==> src/rtl/serial_bus_slave_port.sv <==
// serial_bus_slave_port: serial bus responder that turns bit streams into single parallel memory accesses
module serial_bus_slave_port #(
    parameter int ADDR_WIDTH = 12,
    parameter int DATA_WIDTH = 8
) (
    input  logic                  clk,
    input  logic                  rstn,
    input  logic                  swdata,
    input  logic                  smode,
    input  logic                  mvalid,
    output logic                  srdata,
    output logic                  svalid,
    output logic                  sready,
    output logic [ADDR_WIDTH-1:0] mem_addr,
    output logic [DATA_WIDTH-1:0] mem_wdata,
    output logic                  mem_wen,
    output logic                  mem_ren,
    input  logic [DATA_WIDTH-1:0] mem_rdata,
    input  logic                  mem_rvalid
);
    localparam int MAXW = (ADDR_WIDTH > DATA_WIDTH) ? ADDR_WIDTH : DATA_WIDTH;
    localparam int CW = $clog2(MAXW + 1);

    typedef enum logic [2:0] {IDLE, ADDR, WDATA, MEMWR, MEMRD, RDATA} state_e;

    state_e                state_q, state_d;
    logic [CW-1:0]         cnt_q, cnt_d;
    logic                  mode_q, mode_d;
    logic [ADDR_WIDTH-1:0] addr_q, addr_d;
    logic [DATA_WIDTH-1:0] wdata_q, wdata_d;
    logic [DATA_WIDTH-1:0] rdata_q, rdata_d;
    logic                  sready_q;

    // State and datapath registers; sready is registered so it first rises one edge after reset release
    always_ff @(posedge clk or negedge rstn) begin
        if (!rstn) begin
            state_q  <= IDLE;
            cnt_q    <= '0;
            mode_q   <= 1'b0;
            addr_q   <= '0;
            wdata_q  <= '0;
            rdata_q  <= '0;
            sready_q <= 1'b0;
        end else begin
            state_q  <= state_d;
            cnt_q    <= cnt_d;
            mode_q   <= mode_d;
            addr_q   <= addr_d;
            wdata_q  <= wdata_d;
            rdata_q  <= rdata_d;
            sready_q <= (state_d == IDLE);
        end
    end

    // Next-state logic; LSB-first bits enter at the top and shift down so the first bit lands at [0]
    always_comb begin
        state_d = state_q;
        cnt_d   = cnt_q;
        mode_d  = mode_q;
        addr_d  = addr_q;
        wdata_d = wdata_q;
        rdata_d = rdata_q;
        case (state_q)
            IDLE: begin
                if (mvalid) begin
                    addr_d = (addr_q >> 1) | (ADDR_WIDTH'(swdata) << (ADDR_WIDTH - 1));
                    mode_d = smode;
                    if (ADDR_WIDTH == 1) begin
                        state_d = smode ? WDATA : MEMRD;
                        cnt_d   = '0;
                    end else begin
                        state_d = ADDR;
                        cnt_d   = CW'(1);
                    end
                end
            end
            ADDR: begin
                if (mvalid) begin
                    addr_d = (addr_q >> 1) | (ADDR_WIDTH'(swdata) << (ADDR_WIDTH - 1));
                    if (cnt_q == CW'(ADDR_WIDTH - 1)) begin
                        state_d = mode_q ? WDATA : MEMRD;
                        cnt_d   = '0;
                    end else begin
                        cnt_d = cnt_q + 1'b1;
                    end
                end
            end
            WDATA: begin
                if (mvalid) begin
                    wdata_d = (wdata_q >> 1) | (DATA_WIDTH'(swdata) << (DATA_WIDTH - 1));
                    if (cnt_q == CW'(DATA_WIDTH - 1)) begin
                        state_d = MEMWR;
                        cnt_d   = '0;
                    end else begin
                        cnt_d = cnt_q + 1'b1;
                    end
                end
            end
            MEMWR: begin
                state_d = IDLE;
            end
            MEMRD: begin
                cnt_d = CW'(1);
                if (mem_rvalid) begin
                    rdata_d = mem_rdata;
                    state_d = RDATA;
                    cnt_d   = '0;
                end
            end
            RDATA: begin
                rdata_d = rdata_q >> 1;
                if (cnt_q == CW'(DATA_WIDTH - 1)) begin
                    state_d = IDLE;
                    cnt_d   = '0;
                end else begin
                    cnt_d = cnt_q + 1'b1;
                end
            end
            default: begin
                state_d = IDLE;
                cnt_d   = '0;
            end
        endcase
    end

    assign sready    = sready_q;
    assign mem_addr  = addr_q;
    assign mem_wdata = wdata_q;
    assign mem_wen   = (state_q == MEMWR);
    assign mem_ren   = (state_q == MEMRD) && (cnt_q == '0);
    assign svalid    = (state_q == RDATA);
    assign srdata    = svalid & rdata_q[0];
endmodule

==> config.mk <==
export PLATFORM = sky130hd
export DESIGN_NAME = serial_bus_slave_port
export DESIGN_NICKNAME = d
export VERILOG_FILES = /design/src/rtl/serial_bus_slave_port.sv
export SDC_FILE = /design/constraint.sdc
export NUM_CORES = 1
export LEC_CHECK = 0
export ABC_AREA = 1
export CAP_MARGIN = 25
export CORE_ASPECT_RATIO = 1.25
export CORE_UTILIZATION = 49
export CTS_BUF_LIST = sky130_fd_sc_hd__clkbuf_4 sky130_fd_sc_hd__clkbuf_8 sky130_fd_sc_hd__clkbuf_16
export DETAILED_ROUTE_END_ITERATION = 12
export PLACE_DENSITY = 0.89
export RECOVER_POWER = 50
export SYNTH_ARGS = -nofsm -noshare
export SYNTH_HDL_FRONTEND = slang
export SYNTH_SLANG_ARGS = --single-unit
==> constraint.sdc <==
create_clock -name clk -period 1.7 [get_ports clk]
set_clock_uncertainty 0.1 [all_clocks]
set_input_delay 0.255 -clock clk [delete_from_list [all_inputs] [get_ports clk]]
set_output_delay 0.255 -clock clk [all_outputs]
set_load 0.05 [all_outputs]
* Word level (Yosys, flattened, before mapping)
Index checks and enable logic that the tools add are counted. Widths: inputs -> output; s select.
Word-level totals: register bits 37, output and inout port bits 25, word-level logic and storage cells 52, input port bits 14
Operators by class: equal/unequal tests 11, muxes and demuxes 18, reductions and logical operators 11, add/subtract/negate cells 1, bitwise logic cells 4
Operators with widths (number):
- $mux 3 | 8
- $pmux 4 s6 | 1
- $mux 4 | 5
- $pmux 8 s2 | 1
- $pmux 3 s5 | 1
- $or 11x12->12 | 1
- $mux 8 | 1
- $ne 2x2->1 const B | 4
- $or 7x8->8 | 1
- $reduce_and 2->1 | 4
- $eq 3x2->1 const B | 2
- $eq 3x3->1 const B | 2
- $logic_not 3->1 | 2
- $add 4x1->4 const B | 1
- $eq 4x3->1 const B | 1
- $eq 4x4->1 const B | 1
- $logic_not 4->1 | 1
- $reduce_and 4->1 | 1
- $eq 3x1->1 const B | 1
- $reduce_bool 2->1 | 1
- $reduce_or 2->1 | 1
- $and 1x1->1 | 1
- $logic_and 1x1->1 | 1
- $mux 1 | 1
- $not 1->1 | 1

* Logic depth before layout (Yosys ltp)
depth in word-level cells 5, mapped depth 9, gate-level depth less buffers 9

* Worst setup path after synthesis
Ideal clock, no wire load.
path type register to output, start register state_q[1], end output srdata, data required time 1.345 ns, data arrival time 1.449 ns, stages on the path, launching flop included 5, path buffers 1, slack -0.104 ns, cell sequence dfrtp_1 > inv_2 > nand3_2 > buf_2 > nor2_1
On the way: cells in the longest elaborated chain, start to end 2
RTL lines:
- from (decl) | line 26 | state_e state_q, state_d;
- from (signal assigned) | line 45 | state_q <= state_d;
- $eq 3x3->1 | line 131 | assign svalid = (state_q == RDATA);
- $and 1x1->1 | line 132 | assign srdata = svalid & rdata_q[0];
- to (decl) | line 11 | output logic srdata,
Every way passes these cells.

* Final worst setup path
start register state_q[0], end output mem_ren
On the way: cells in the longest elaborated chain, start to end 2
RTL lines:
- $eq 3x3->1 | line 130 | assign mem_ren = (state_q == MEMRD) && (cnt_q == '0);
- $logic_and 1x1->1 | line 130
- to (decl) | line 17 | output logic mem_ren,
Every way passes these cells.

==> summary.md <==
| Metric | Value |
|---|---|
| Outcome | `completed` |
| Die height | `68.6 um` |
| PwrDens | `1470 nW/um^2` |
| GRT overflow | `0` |
| Slew @ Worst Pin | `0.891 ns` |
| Inserted Diodes | `0` |
| Synth top area share | `53.3%` |
| Synth Area in Adders | `1.44%` |
| Vias | `1555` |
| Synthesized net count | `231` |
| Worst EP arrival | `1.30 ns` |
| Share of cells above drive strength 1 | `20.5%` |
| Largest family of logic cells by synthesized area | `simple AND/OR/NAND/NOR gates` |
| Max Cap Violations | `0` |
| Skew-Pair Late Insertion Delay | `0.29 ns` |
| GP Congestion | `0.859` |
| Worst min path class | `flop to flop` |
| DP Wirelength | `2.58 mm` |
| Fmax | `604 MHz` |
| Compound-Gate Fraction of Synth Area | `8.36%` |
| Util after Layout | `69.8%` |
| GRT Total Usage | `21.0%` |
| YS warnings | `0` |
| Fin cells | `305` |
| Post-Synth Simple-Gate Area | `30.3%` |
| Ys flop type | `dfrtp_1` |
| Tmin final | `1.66 ns` |
| Number of top-level pins | `39` |
| Number of synthesized flops with an enable pin | `0` |
| RSZ-0062 raised after global routing | `true` |
| Routed len/inst | `12.6 um` |
| Commonest cells after routing, fill and taps aside | `nand2_1, dfrtp_1, nor2_1` |
| Critical-path maximum fanout | `5` |
| #FFs+latches synth | `37` |
| Placed cells | `293` |
| Commonest non-fill, non-tap cell in the layout | `nand2_1` |
| Worst setup margin | `0.0437 ns` |
| Row cnt | `23` |
| Multi-input logic area | `716 um^2` |
| Crit Path Class | `flop to primary output` |
| CTS Buffer Depth | `2` |
| DRT antenna net count | `0` |
| Final setup viols | `0` |
| Post-synthesis async set-or-reset flop share | `100%` |
| Die area | `3790 um^2` |
| First DRT Iteration DRCs | `41` |
| Post-Synthesis Cell Area | `1740 um^2` |
| Distinct cells, synth | `23` |
| Die W | `55.3 um` |
| Initial antenna violation count | `0` |
| Max_slew headroom | `40.6%` |
| Fillers | `267` |
| Worst r2r src | `cnt_q[0]$_DFFE_PN0P_` |
| Register area | `930 um^2` |
| Setup crit start | `state_q[0]$_DFF_PN0_` |
| Setup WS pre-CTS | `-0.00873 ns` |
| Largest net degree at the start of global routing | `38` |
| Multiplexer share of the synthesized area | `0%` |
| Gate Count Post-Synth | `215` |
| Tcrit/Tclk final | `97.4%` |
| Xor/xnor cell area share of the yosys netlist | `0%` |
| Overall Power | `3.36 mW` |
| Max VDD drop | `0.941 mV` |
| Min-delay src | `mem_wdata[0]$_DFFE_PN0P_` |
| Hold buffer count at CTS | `0` |
| Yosys top cell by area | `dfrtp_1` |
| Fin nets | `284` |
| Drt first pass iters | `4` |
| H-tree Lvls | `2` |
| Crit start category | `flop` |
| Clock sinks | `37` |
| Final Hold Vio Count | `0` |
| Register area share after synthesis | `53.3%` |
| First-pass GRT wire length | `6.13 mm` |
| Port bufs | `38` |
| Post-Syn Area per Cell | `8.08 um^2` |
| Static Leak | `1.20 nW` |
| Inserted Clock Buffers | `5` |
| Worst-path clk slew | `0.07 ns` |
| Vias per inst | `5.10` |
| CP endpoint kind | `primary output` |
| Core area | `3280 um^2` |
| Fin. max-slew vios | `0` |
| Vias in the first global route | `1430` |
| TritonCTS clock tree | `built` |
| Minimum hold slack | `0.394 ns` |
| Drt total wl | `3.84 mm` |
| Critical path data required time | `1.34 ns` |
| Largest cells by area after synthesis | `dfrtp_1, nand2_1, nor2_1` |
| Root buf cell | `clkbuf_8` |
| Initial Utilization | `52.9%` |
| Area Growth Syn to Fin | `31.8%` |
| DRC Markers | `0` |
## power by group
part | switching [mW] | internal (mW) | total (mW)
registers | 0.204 | 1.16 | 1.36
logic | 0.938 | 0.428 | 1.37
clock network | 0.305 | 0.320 | 0.626
## critical path: stages (launching register included)
cell and delay, ns:
dfrtp_2 0.45, inv_2 0.12, nand3_2 0.11, nor2_2 0.18, buf_12 0.15
## cell families (layout without fill, tap and decap cells)
kind of cell	Yosys count	in the layout
buf+inv	28	81
flops	37	37
compound gates	25	25
fa+ha+maj	2	2
simple gates	123	123
## final timing paths
| check | end | slack (ns) | cells past startpoint |
|---|---|---|---|
| worst min-delay path | mem_wdata[0]$_DFFE_PN0P_ | 0.39 | 2 |
| max in group asynchronous | state_q[1]$_DFF_PN0_ | 0.37 | 2 |
| worst max-delay path | mem_ren | 0.04 | 4 |
| worst max register to register | sready$_DFF_PN0_ | 0.07 | 8 |
| worst min register to register | mem_wdata[0]$_DFFE_PN0P_ | 0.39 | 2 |
| min in group asynchronous | mem_wdata[3]$_DFFE_PN0P_ | 0.52 | 2 |
## flip-flops by register name (all words and copies together), names as in the netlist
name,cells
cnt_q,4
mem_addr,12
mem_wdata,8
mode_q,1
rdata_q,8
sready,1
state_q,3
## layer usage
metal | up-vias | GRT usage [%] | wire length [um]
met1 | 723 | 25.9 | 1720
li1 | 781 | - | -
met5 | - | 0 | 0
met4 | 0 | 10.3 | 72
met3 | 6 | 4.48 | 174
met2 | 45 | 35.8 | 1880
## synthesized netlist by cell type (2+ instances only)
| master | instances |
|---|---|
| a21boi_1 | 3 |
| a21oi_1 | 5 |
| buf_2 | 4 |
| dfrtp_1 | 37 |
| ha_1 | 2 |
| inv_1 | 16 |
| inv_2 | 7 |
| nand2_1 | 76 |
| nand3_1 | 7 |
| nand3_2 | 2 |
| nand4_1 | 3 |
| nor2_1 | 29 |
| o21ai_0 | 6 |
| o21ai_1 | 3 |
| o22ai_1 | 7 |
## per-stage QoR
stage / area (um^2) / TNS, ns
2_1_floorplan: 1740 / 0
3_3_place_gp: 2200 / 0
3_5_place_dp: 2200 / -0.00873
4_1_cts: 2310 / 0
5_1_grt: 2290 / -0.0276
6_report: 2290 / 0
## layout make-up
type	instances	share of cell area, %
sequential	37	40.6
multi-input combinational	150	31.3
timing repair buffer	51	18.3
inverter	23	3.88
clock buffer	6	3.61
tap	37	2.02
clock inverter	1	0.328
## what timing repair did
action / CTS / global route
setup buffers: 2 / 3
gates cloned: 0 / 0
pin swaps: 1 / 1
setup endpoints to repair: 2 / 3
resized for setup: 4 / 4
(Power assumes the default switching activity.)
